File: config.mk
export PLATFORM = sky130hd
export DESIGN_NAME = icw_ocw_control_flat
export DESIGN_NICKNAME = d
export VERILOG_FILES = /design/src/rtl/icw_ocw_control_pkg.sv /design/src/rtl/icw_ocw_control_if.sv /design/src/rtl/icw_ocw_control_write_commit_detect.sv /design/src/rtl/icw_ocw_control.sv /design/src/flat_wrapper.sv
export SDC_FILE = /design/constraint.sdc
export NUM_CORES = 1
export LEC_CHECK = 0
export BUFFER_PORTS_ARGS = -buffer_cell sky130_fd_sc_hd__buf_2
export CAP_MARGIN = 15
export CORE_ASPECT_RATIO = 0.75
export CORE_MARGIN = 2
export CORE_UTILIZATION = 30
export CTS_BUF_LIST = sky130_fd_sc_hd__clkbuf_2 sky130_fd_sc_hd__clkbuf_4 sky130_fd_sc_hd__clkbuf_8
export DETAILED_ROUTE_END_ITERATION = 8
export SLEW_MARGIN = 20
export SYNTH_ARGS = -nofsm -noshare
export SYNTH_HDL_FRONTEND = slang
export SYNTH_SLANG_ARGS = --single-unit
File: constraint.sdc
create_clock -name clk -period 2.66 [get_ports clk]
set_input_delay 0.133 -clock clk [delete_from_list [all_inputs] [get_ports clk]]
set_output_delay 0.133 -clock clk [all_outputs]
set_load 0.05 [all_outputs]
File: src/rtl/icw_ocw_control_pkg.sv
// Shared types and bit positions for the 8259 ICW/OCW control slice.
package pic_pkg;

   // Initialization sequencing states
   typedef enum logic [2:0] {
      UNINIT    = 3'd0,
      WAIT_ICW2 = 3'd1,
      WAIT_ICW3 = 3'd2,
      WAIT_ICW4 = 3'd3,
      READY     = 3'd4
   } pic_state_t;

   // Position of each write flag inside the registered flag vector
   localparam int FLAG_ICW1   = 0;
   localparam int FLAG_ICW2_4 = 1;
   localparam int FLAG_OCW1   = 2;
   localparam int FLAG_OCW2   = 3;
   localparam int FLAG_OCW3   = 4;
   localparam int NUM_FLAGS   = 5;

   // ICW1 bits
   localparam int ICW1_IC4  = 0;
   localparam int ICW1_SNGL = 1;
   localparam int ICW1_ADI  = 2;
   localparam int ICW1_LTIM = 3;

   // ICW4 bits
   localparam int ICW4_UPM  = 0;
   localparam int ICW4_AEOI = 1;
   localparam int ICW4_MS   = 2;
   localparam int ICW4_BUF  = 3;
   localparam int ICW4_SFNM = 4;

   // OCW3 bits
   localparam int OCW3_RIS  = 0;
   localparam int OCW3_RR   = 1;
   localparam int OCW3_POLL = 2;
   localparam int OCW3_SMM  = 5;
   localparam int OCW3_ESMM = 6;

   // OCW2 R/SL/EOI command encodings
   localparam logic [2:0] OCW2_NS_EOI     = 3'b001;
   localparam logic [2:0] OCW2_SPEC_EOI   = 3'b011;
   localparam logic [2:0] OCW2_ROT_NS_EOI = 3'b101;

endpackage

File: src/rtl/icw_ocw_control_if.sv
// Write flags and buffered data byte from the 8259 bus-control block.
interface icw_ocw_control_if;
   logic [7:0] internal_data_bus;
   logic       write_initial_command_word_1_reset;
   logic       write_initial_command_word_2_4;
   logic       write_operation_control_word_1;
   logic       write_operation_control_word_2;
   logic       write_operation_control_word_3;

   modport master (
      output internal_data_bus,
      output write_initial_command_word_1_reset,
      output write_initial_command_word_2_4,
      output write_operation_control_word_1,
      output write_operation_control_word_2,
      output write_operation_control_word_3
   );

   modport slave (
      input internal_data_bus,
      input write_initial_command_word_1_reset,
      input write_initial_command_word_2_4,
      input write_operation_control_word_1,
      input write_operation_control_word_2,
      input write_operation_control_word_3
   );
endinterface

File: src/rtl/icw_ocw_control_write_commit_detect.sv
// Registers the write flags and data byte; flags a commit on the trailing
// edge of a write, handing out the flags/data seen in its last high cycle.
module write_commit_detect
   import pic_pkg::*;
(
   input  logic                 clk,
   input  logic                 reset,
   input  logic [7:0]           data_in,
   input  logic [NUM_FLAGS-1:0] flags_in,
   output logic                 commit,
   output logic [NUM_FLAGS-1:0] flags_out,
   output logic [7:0]           data_out
);

   logic [NUM_FLAGS-1:0] flags_q, flags_d;
   logic [7:0]           data_q, data_d;

   // Sample the live bus every cycle
   always_comb begin
      flags_d = flags_in;
      data_d  = data_in;
   end

   // Reset clears the copy so a write cut by reset never commits
   always_ff @(posedge clk) begin
      if (reset) begin
         flags_q <= '0;
         data_q  <= '0;
      end else begin
         flags_q <= flags_d;
         data_q  <= data_d;
      end
   end

   assign commit    = (|flags_q) & ~(|flags_in);
   assign flags_out = flags_q;
   assign data_out  = data_q;

endmodule

File: src/rtl/icw_ocw_control.sv
// ICW1..ICW4 initialization sequencer plus OCW1/2/3 command decode.
// All outputs are registered; pulses appear the cycle after a commit.
module icw_ocw_control
   import pic_pkg::*;
(
   input  logic       clk,
   input  logic       reset,
   icw_ocw_control_if.slave bus,
   output logic       init_done,
   output logic       icw1_pulse,
   output logic       level_triggered,
   output logic       single_mode,
   output logic [4:0] vector_base,
   output logic [7:0] cascade_config,
   output logic       auto_eoi,
   output logic       buffered_mode,
   output logic       buf_master,
   output logic       special_fully_nested,
   output logic       upm,
   output logic [7:0] interrupt_mask,
   output logic       special_mask_mode,
   output logic       read_isr_select,
   output logic       poll_cmd,
   output logic       ocw2_valid,
   output logic [2:0] ocw2_cmd,
   output logic [2:0] ocw2_level
);

   logic [NUM_FLAGS-1:0] flags_now, cf;
   logic [7:0]           cd;
   logic                 commit, wr_a0;

   // Gather the individual write flags into one vector
   always_comb begin
      flags_now              = '0;
      flags_now[FLAG_ICW1]   = bus.write_initial_command_word_1_reset;
      flags_now[FLAG_ICW2_4] = bus.write_initial_command_word_2_4;
      flags_now[FLAG_OCW1]   = bus.write_operation_control_word_1;
      flags_now[FLAG_OCW2]   = bus.write_operation_control_word_2;
      flags_now[FLAG_OCW3]   = bus.write_operation_control_word_3;
   end

   write_commit_detect u_commit (
      .clk       (clk),
      .reset     (reset),
      .data_in   (bus.internal_data_bus),
      .flags_in  (flags_now),
      .commit    (commit),
      .flags_out (cf),
      .data_out  (cd)
   );

   // ICW2..4 and OCW1 share the A0=1 decode; the state picks the meaning
   assign wr_a0 = cf[FLAG_ICW2_4] | cf[FLAG_OCW1];

   pic_state_t state_q, state_d;
   logic       ic4_q, ic4_d;
   logic       init_done_q, init_done_d, icw1_pulse_q, icw1_pulse_d;
   logic       lt_q, lt_d, sngl_q, sngl_d;
   logic [4:0] vb_q, vb_d;
   logic [7:0] cc_q, cc_d, imr_q, imr_d;
   logic       aeoi_q, aeoi_d, buf_q, buf_d, ms_q, ms_d, sfnm_q, sfnm_d, upm_q, upm_d;
   logic       smm_q, smm_d, ris_q, ris_d, poll_q, poll_d, o2v_q, o2v_d;
   logic [2:0] o2cmd_q, o2cmd_d, o2lvl_q, o2lvl_d;

   // Next-state and register update for each committed write.
   // ICW1.ADI has no consumer downstream of this block, so it is not kept.
   always_comb begin
      state_d = state_q;  ic4_d  = ic4_q;  lt_d   = lt_q;   sngl_d = sngl_q;
      vb_d    = vb_q;     cc_d   = cc_q;   imr_d  = imr_q;
      aeoi_d  = aeoi_q;   buf_d  = buf_q;  ms_d   = ms_q;   sfnm_d = sfnm_q; upm_d = upm_q;
      smm_d   = smm_q;    ris_d  = ris_q;  o2cmd_d = o2cmd_q; o2lvl_d = o2lvl_q;
      icw1_pulse_d = 1'b0;
      poll_d       = 1'b0;
      o2v_d        = 1'b0;
      if (commit) begin
         if (cf[FLAG_ICW1]) begin
            // ICW1 restarts initialization from any state
            ic4_d  = cd[ICW1_IC4];
            sngl_d = cd[ICW1_SNGL];
            lt_d   = cd[ICW1_LTIM];
            imr_d  = '0;  smm_d = 1'b0;  ris_d = 1'b0;
            aeoi_d = 1'b0; buf_d = 1'b0; ms_d = 1'b0; sfnm_d = 1'b0; upm_d = 1'b0;
            icw1_pulse_d = 1'b1;
            state_d = WAIT_ICW2;
         end else if (wr_a0) begin
            unique case (state_q)
               WAIT_ICW2: begin
                  vb_d = cd[7:3];
                  if (!sngl_q)    state_d = WAIT_ICW3;
                  else if (ic4_q) state_d = WAIT_ICW4;
                  else            state_d = READY;
               end
               WAIT_ICW3: begin
                  cc_d    = cd;
                  state_d = ic4_q ? WAIT_ICW4 : READY;
               end
               WAIT_ICW4: begin
                  upm_d   = cd[ICW4_UPM];
                  aeoi_d  = cd[ICW4_AEOI];
                  ms_d    = cd[ICW4_MS];
                  buf_d   = cd[ICW4_BUF];
                  sfnm_d  = cd[ICW4_SFNM];
                  state_d = READY;
               end
               READY:   imr_d = cd;
               default: ;
            endcase
         end else if (cf[FLAG_OCW2] && state_q == READY) begin
            o2v_d   = 1'b1;
            o2cmd_d = cd[7:5];
            o2lvl_d = cd[2:0];
         end else if (cf[FLAG_OCW3] && state_q == READY) begin
            if (cd[OCW3_RR])   ris_d  = cd[OCW3_RIS];
            if (cd[OCW3_ESMM]) smm_d  = cd[OCW3_SMM];
            if (cd[OCW3_POLL]) poll_d = 1'b1;
         end
      end
      init_done_d = (state_d == READY);
   end

   // State and output registers
   always_ff @(posedge clk) begin
      if (reset) begin
         state_q <= UNINIT; ic4_q <= 1'b0; init_done_q <= 1'b0; icw1_pulse_q <= 1'b0;
         lt_q <= 1'b0; sngl_q <= 1'b0; vb_q <= '0; cc_q <= '0; imr_q <= '0;
         aeoi_q <= 1'b0; buf_q <= 1'b0; ms_q <= 1'b0; sfnm_q <= 1'b0; upm_q <= 1'b0;
         smm_q <= 1'b0; ris_q <= 1'b0; poll_q <= 1'b0; o2v_q <= 1'b0;
         o2cmd_q <= '0; o2lvl_q <= '0;
      end else begin
         state_q <= state_d; ic4_q <= ic4_d; init_done_q <= init_done_d;
         icw1_pulse_q <= icw1_pulse_d;
         lt_q <= lt_d; sngl_q <= sngl_d; vb_q <= vb_d; cc_q <= cc_d; imr_q <= imr_d;
         aeoi_q <= aeoi_d; buf_q <= buf_d; ms_q <= ms_d; sfnm_q <= sfnm_d; upm_q <= upm_d;
         smm_q <= smm_d; ris_q <= ris_d; poll_q <= poll_d; o2v_q <= o2v_d;
         o2cmd_q <= o2cmd_d; o2lvl_q <= o2lvl_d;
      end
   end

   assign init_done            = init_done_q;
   assign icw1_pulse           = icw1_pulse_q;
   assign level_triggered      = lt_q;
   assign single_mode          = sngl_q;
   assign vector_base          = vb_q;
   assign cascade_config       = cc_q;
   assign auto_eoi             = aeoi_q;
   assign buffered_mode        = buf_q;
   assign buf_master           = ms_q;
   assign special_fully_nested = sfnm_q;
   assign upm                  = upm_q;
   assign interrupt_mask       = imr_q;
   assign special_mask_mode    = smm_q;
   assign read_isr_select      = ris_q;
   assign poll_cmd             = poll_q;
   assign ocw2_valid           = o2v_q;
   assign ocw2_cmd             = o2cmd_q;
   assign ocw2_level           = o2lvl_q;

endmodule

File: src/flat_wrapper.sv
// flat-port wrapper written by rule: the top's interface ports become plain ports
module icw_ocw_control_flat import pic_pkg::*;
  (clk, reset, init_done, icw1_pulse, level_triggered, single_mode, vector_base, cascade_config, auto_eoi, buffered_mode, buf_master, special_fully_nested, upm, interrupt_mask, special_mask_mode, read_isr_select, poll_cmd, ocw2_valid, ocw2_cmd, ocw2_level, bus_internal_data_bus, bus_write_initial_command_word_1_reset, bus_write_initial_command_word_2_4, bus_write_operation_control_word_1, bus_write_operation_control_word_2, bus_write_operation_control_word_3);
  icw_ocw_control_if bus_i ();
  input  logic clk;
  input  logic reset;
  output logic init_done;
  output logic icw1_pulse;
  output logic level_triggered;
  output logic single_mode;
  output logic [4:0] vector_base;
  output logic [7:0] cascade_config;
  output logic auto_eoi;
  output logic buffered_mode;
  output logic buf_master;
  output logic special_fully_nested;
  output logic upm;
  output logic [7:0] interrupt_mask;
  output logic special_mask_mode;
  output logic read_isr_select;
  output logic poll_cmd;
  output logic ocw2_valid;
  output logic [2:0] ocw2_cmd;
  output logic [2:0] ocw2_level;
  input wire logic [$bits(bus_i.internal_data_bus)-1:0] bus_internal_data_bus;
  input wire logic [$bits(bus_i.write_initial_command_word_1_reset)-1:0] bus_write_initial_command_word_1_reset;
  input wire logic [$bits(bus_i.write_initial_command_word_2_4)-1:0] bus_write_initial_command_word_2_4;
  input wire logic [$bits(bus_i.write_operation_control_word_1)-1:0] bus_write_operation_control_word_1;
  input wire logic [$bits(bus_i.write_operation_control_word_2)-1:0] bus_write_operation_control_word_2;
  input wire logic [$bits(bus_i.write_operation_control_word_3)-1:0] bus_write_operation_control_word_3;
  assign bus_i.internal_data_bus = bus_internal_data_bus;
  assign bus_i.write_initial_command_word_1_reset = bus_write_initial_command_word_1_reset;
  assign bus_i.write_initial_command_word_2_4 = bus_write_initial_command_word_2_4;
  assign bus_i.write_operation_control_word_1 = bus_write_operation_control_word_1;
  assign bus_i.write_operation_control_word_2 = bus_write_operation_control_word_2;
  assign bus_i.write_operation_control_word_3 = bus_write_operation_control_word_3;
  icw_ocw_control u_core (.clk(clk), .reset(reset), .bus(bus_i), .init_done(init_done), .icw1_pulse(icw1_pulse), .level_triggered(level_triggered), .single_mode(single_mode), .vector_base(vector_base), .cascade_config(cascade_config), .auto_eoi(auto_eoi), .buffered_mode(buffered_mode), .buf_master(buf_master), .special_fully_nested(special_fully_nested), .upm(upm), .interrupt_mask(interrupt_mask), .special_mask_mode(special_mask_mode), .read_isr_select(read_isr_select), .poll_cmd(poll_cmd), .ocw2_valid(ocw2_valid), .ocw2_cmd(ocw2_cmd), .ocw2_level(ocw2_level));
endmodule
# == Word-level counts from Yosys, hierarchy flattened ==
# Cells that the tools add are included.
# op_classes
n_eq_ne,7
n_mux,37
bitwise_logic,7
n_reduce_logical,21
# op_table
cell,n
$mux W1,28
$mux W8,3
$mux W3,5
$reduce_and A4 Y1,3
$reduce_bool A2 Y1,6
$reduce_and A5 Y1,2
$reduce_or A5 Y1,2
$pmux W3 S3,1
$eq A3 B2 Y1 const B,2
$eq A3 B3 Y1 const B,2
$reduce_and A3 Y1,2
$reduce_or A6 Y1,1
$not A1 Y1,5
$ne A2 B2 Y1 const B,2
$reduce_or A4 Y1,1
$eq A3 B1 Y1 const B,1
$logic_and A1 B1 Y1,2
$reduce_and A2 Y1,1
$reduce_or A2 Y1,1
$and A1 B1 Y1,1
$or A1 B1 Y1,1
# word_totals
register_bits,57
in_bits,15
output_inout_bits,40
wordCells,94

# == Logic depth before layout (Yosys ltp) ==
# depth
word_depth,7
mapped_depth,7
mapped_depth_nobuf,5

# == Cells and area by module ==
# From an unflattened synthesis, not the netlist that was laid out.
# unflattened
hier_cells,215
area_unflattened_um2,2168.3
# modules_own_cells
module,n_inst,cells_each,area_per_inst_um2
icw_ocw_control,1,184,1795.5
write_commit_detect,1,31,372.9

# == Worst setup path after synthesis ==
# No wires, ideal clock.
# synth_path
kind,input -> register
startpoint,input port bus_write_operation_control_word_2
endpoint,"register u_core.init_done_q, in the netlist u_core.init_done"
setup_time_ns,0.116
t_arrival_ns,1.497
t_required_ns,2.544
setup_slack_ns,1.047
stages,5
n_path_buf,0
path_cell_list,or4_4 > nor3_4 > nand2_2 > o31a_1 > and3_1
# synth_between
elab_chain_cells,5
# synth_lines
element,line,source
from (decl),flat_wrapper.sv:29,input wire logic [$bits(bus_i.write_operation_control_word_2)-1:0] bus_write_operation_control_word_2;
$reduce_or A5 Y1,icw_ocw_control_write_commit_detect.sv:35,assign commit = (|flags_q) & ~(|flags_in);
$not A1 Y1,icw_ocw_control_write_commit_detect.sv:35,
$and A1 B1 Y1,icw_ocw_control_write_commit_detect.sv:35,
$mux W3,icw_ocw_control.sv:76,if (commit) begin
$eq A3 B3 Y1,icw_ocw_control.sv:119,init_done_d = (state_d == READY);
to (signal assigned),icw_ocw_control.sv:131,state_q <= state_d; ic4_q <= ic4_d; init_done_q <= init_done_d;
to (decl),icw_ocw_control.sv:58,"logic init_done_q, init_done_d, icw1_pulse_q, icw1_pulse_d;"
# Every way passes these cells.
# A chain may end at the register's enable or synchronous reset.

# == Worst setup path in the final report ==
# layout_path
startpoint,register u_core.state_q[1]
endpoint,"register u_core.imr_q[3], in the netlist u_core.interrupt_mask[3]"
# layout_between
elab_chain_cells,3
# layout_lines
element,line,source
from (decl),icw_ocw_control.sv:56,"pic_state_t state_q, state_d;"
from (signal assigned),icw_ocw_control.sv:131,
$eq A3 B3 Y1,icw_ocw_control.sv:87,unique case (state_q)
$reduce_bool A2 Y1 (no line),-,
$reduce_and A3 Y1 (no line),-,
to (signal assigned),icw_ocw_control.sv:126,lt_q <= 1'b0; sngl_q <= 1'b0; vb_q <= '0; cc_q <= '0; imr_q <= '0;
to (signal assigned),icw_ocw_control.sv:133,lt_q <= lt_d; sngl_q <= sngl_d; vb_q <= vb_d; cc_q <= cc_d; imr_q <= imr_d;
to (decl),icw_ocw_control.sv:61,"logic [7:0] cc_q, cc_d, imr_q, imr_d;"
# Every way passes these cells.

==> results.json <==
{
  "port_buffers": 54,
  "dr_wl_met2_um": 1977,
  "hold_depth": 2,
  "netlist.area_leader.share_pct": 55.07,
  "die_h_um": 75.97,
  "vias": 1676,
  "met1_length_um": 2577,
  "syn_to_final_growth_pct": 28.68,
  "ys_seq_elements": 57,
  "path_class": "flop to flop",
  "drv_slew": 0,
  "post-place-ws_ns": 0.7715,
  "cp.required_ns": 2.94,
  "period_share_pct": 63.79,
  "crit_fanout": 9,
  "clock_latency_ns": 0.34,
  "r2r_cells": 5,
  "clock_sinks": 57,
  "seq_area_mm2": 0.001141,
  "setup_tns_ns": 0,
  "dieArea_mm2": 0.007594,
  "core.rowCount": 26,
  "power.density_mw_per_mm2": 648.7,
  "post_cts_buffers": 0,
  "max_cap_viol_count": 0,
  "yosysTopAreaCell": "dfxtp_1",
  "cts_made_buffers": 9,
  "fillers": 648,
  "grt_use_total_pct": 13.90,
  "wl_met3_um": 393,
  "power_mw": 1.730,
  "start_util_pct": 30.77,
  "synth-async-reset-ratio_pct": 0,
  "p_sw_mw": 0.3900,
  "overflow": 0,
  "dp_hpwl_um": 3471,
  "avgSynthCellArea_um2": 10.06,
  "drt_iter0_markers": 121,
  "multi_input_area_um2": 885.9,
  "rsz0062_at_grt": "no",
  "finalClockSkew_ns": 0.004702,
  "yosys_warnings": 0,
  "ys_top_cells_by_area": "dfxtp_1 (55%), mux2i_1 (9.2%), nor2_1 (5.8%), nor2b_1 (4.5%), a22o_1 (3.0%)",
  "internal_power_mw": 1.340,
  "core-area_mm2": 0.006734,
  "cts_root_buf": "clkbuf_8",
  "synth_top_cells_by_count": "dfxtp_1 (57), nor2_1 (32), mux2i_1 (19)",
  "synth_nets": 221,
  "power_frac_seq_pct": 51.1,
  "routed_wl_um": 5000,
  "period_needed_ns": 1.697,
  "top_layer_used": "met4",
  "finalHoldViolCount": 0,
  "post_drt_wl_per_cell_um": 14.01,
  "antenna_found_initial": 0,
  "cts_tree": "yes",
  "synthDistinctLibCells": 37,
  "timing.final.ws_setup_ns": 0.9633,
  "place_area_mm2": 0.002421,
  "p_comb_share_pct": 3.2,
  "final_core_util_pct": 39.59,
  "htreeDepth": 3,
  "max_freq_ghz": 0.5894,
  "place.gp.congestion": 0.7998,
  "clk_pin_slew_ns": 0.06,
  "worst_slew_pin_slew_ns": 0.5882,
  "nets": 283,
  "grt_pass1_wl_um": 7990,
  "end_kind": "flop",
  "outcome": "finished, final reports clean",
  "drcViolationCount": 0,
  "stdcell_area_mm2": 0.002666,
  "p_leak_nw": 1.281,
  "power.share.clock_pct": 45.8,
  "ir_drop_v": 0.0003373,
  "die_width_um": 99.96,
  "hp-class": "input port to flop",
  "critical_path.startpoint_type": "flop",
  "finalSetupViolCount": 0,
  "detail_route.first_pass.iterations": 4,
  "vias_per_cell": 4.695,
  "seq_area_frac_synth_pct": 55.07,
  "synth_ff_type": "dfxtp_1",
  "detail-route-antenna-nets": 0,
  "synth_edf_count": 0,
  "sw_frac_of_total_pct": 22.55,
  "crit_arrival_ns": 1.98,
  "syn_area_mm2": 0.002072,
  "grt_pass1_vias": 1537,
  "cts_buffer_depth": 2,
  "drive_above_1_share_pct": 30.04,
  "synth_cells": 206,
  "max_slew_margin_pct": 60.73,
  "yosysMostFrequentCell": "dfxtp_1",
  "io-pin-count": 55,
  "diodes": 0,
  "grt_max_degree": 27
}
[critical path, stage by stage, from the launching register on]
cell	delay, ns
dfxtp_1	0.48
nor2_1	0.12
and3_1	0.23
o21a_1	0.19
nor2_1	0.40
a22o_1	0.22
[cell families after synthesis]
kind of cell / synth area share (%)
AND/OR/NAND/NOR: 21.68
flip-flops: 55.07
AO/OA/AOI/OAI: 11.90
multiplexers: 9.179
buffers and inverters: 2.174
[layout by cell type (no fill, tap or decap), types with 2 or more instances in the layout]
cell            n
a21oi_1        10
a22o_1          7
nor2_1         32
and3_1          5
dlygate4sd3_1   5
clkbuf_8       10
buf_4           2
nand2_1         6
a31oi_1         3
nor2b_1        15
nand3_1         8
buf_2          54
nand2b_1        2
mux2i_1        19
nor3_1          2
clkinv_2        4
a22oi_1         4
dfxtp_1        57
o21ai_0         6
[per-layer routing]
metal | global-route usage (%) | vias up
met4 | 4.932 | 0
met2 | 17.64 | 58
li1 | - | 840
met3 | 6.422 | 7
met5 | 0 | -
met1 | 20.32 | 771
[power by group through the flow]
stage | Clock (mW) | Sequential, mW | Combinational (mW)
after floorplan | 0 | 0.892 | 0.0318
after global placement | 0 | 0.902 | 0.0496
after detailed placement | 0 | 0.902 | 0.0495
after CTS | 0.814 | 0.882 | 0.0550
after global routing | 0.854 | 0.884 | 0.0603
final | 0.792 | 0.883 | 0.0547
[final timing paths]
| check | start | endpoint | slack (ns) |
|---|---|---|---|
| max | u_core.state_q[1] | u_core.interrupt_mask[3] | 0.96 |
| min reg2reg | u_core.interrupt_mask[0] | u_core.interrupt_mask[0] | 0.47 |
| min | bus_internal_data_bus[2] | u_core.u_commit.data_out[2] | 0.02 |
| max reg2reg | u_core.state_q[1] | u_core.interrupt_mask[3] | 0.96 |
[registers in the layout, indices dropped and copies added (netlist names), 3 cells and up]
signal / cells
u_core.u_commit.data_out: 8
u_core.vector_base: 5
u_core.u_commit.flags_out: 5
u_core.ocw2_level: 3
u_core.interrupt_mask: 8
u_core.state_q: 3
u_core.ocw2_cmd: 3
u_core.cascade_config: 8
[final cells by class]
class | count | share of cell area, %
clock buffers | 10 | 5.162
clock inverters | 6 | 2.159
inverters | 1 | 0.1408
multi-input cells | 138 | 33.22
flip-flops and latches | 57 | 42.80
well taps | 84 | 3.942
repair buffers | 61 | 12.58
[metrics by stage]
stage                     hold WS (ns)  instances
after floorplan                 0.2134        206
after global placement          0.3414        336
after detailed placement        0.3495        336
after CTS                     0.009571        357
after global routing          0.007570        357
final                          0.02121        357
[what timing repair did]
action | CTS | global route
endpoints found under the setup margin | 0 | 0
resized for setup | 0 | 0
hold buffers | 5 | 0
hold endpoints to repair | 5 | 0
(Power assumes the default switching activity.)
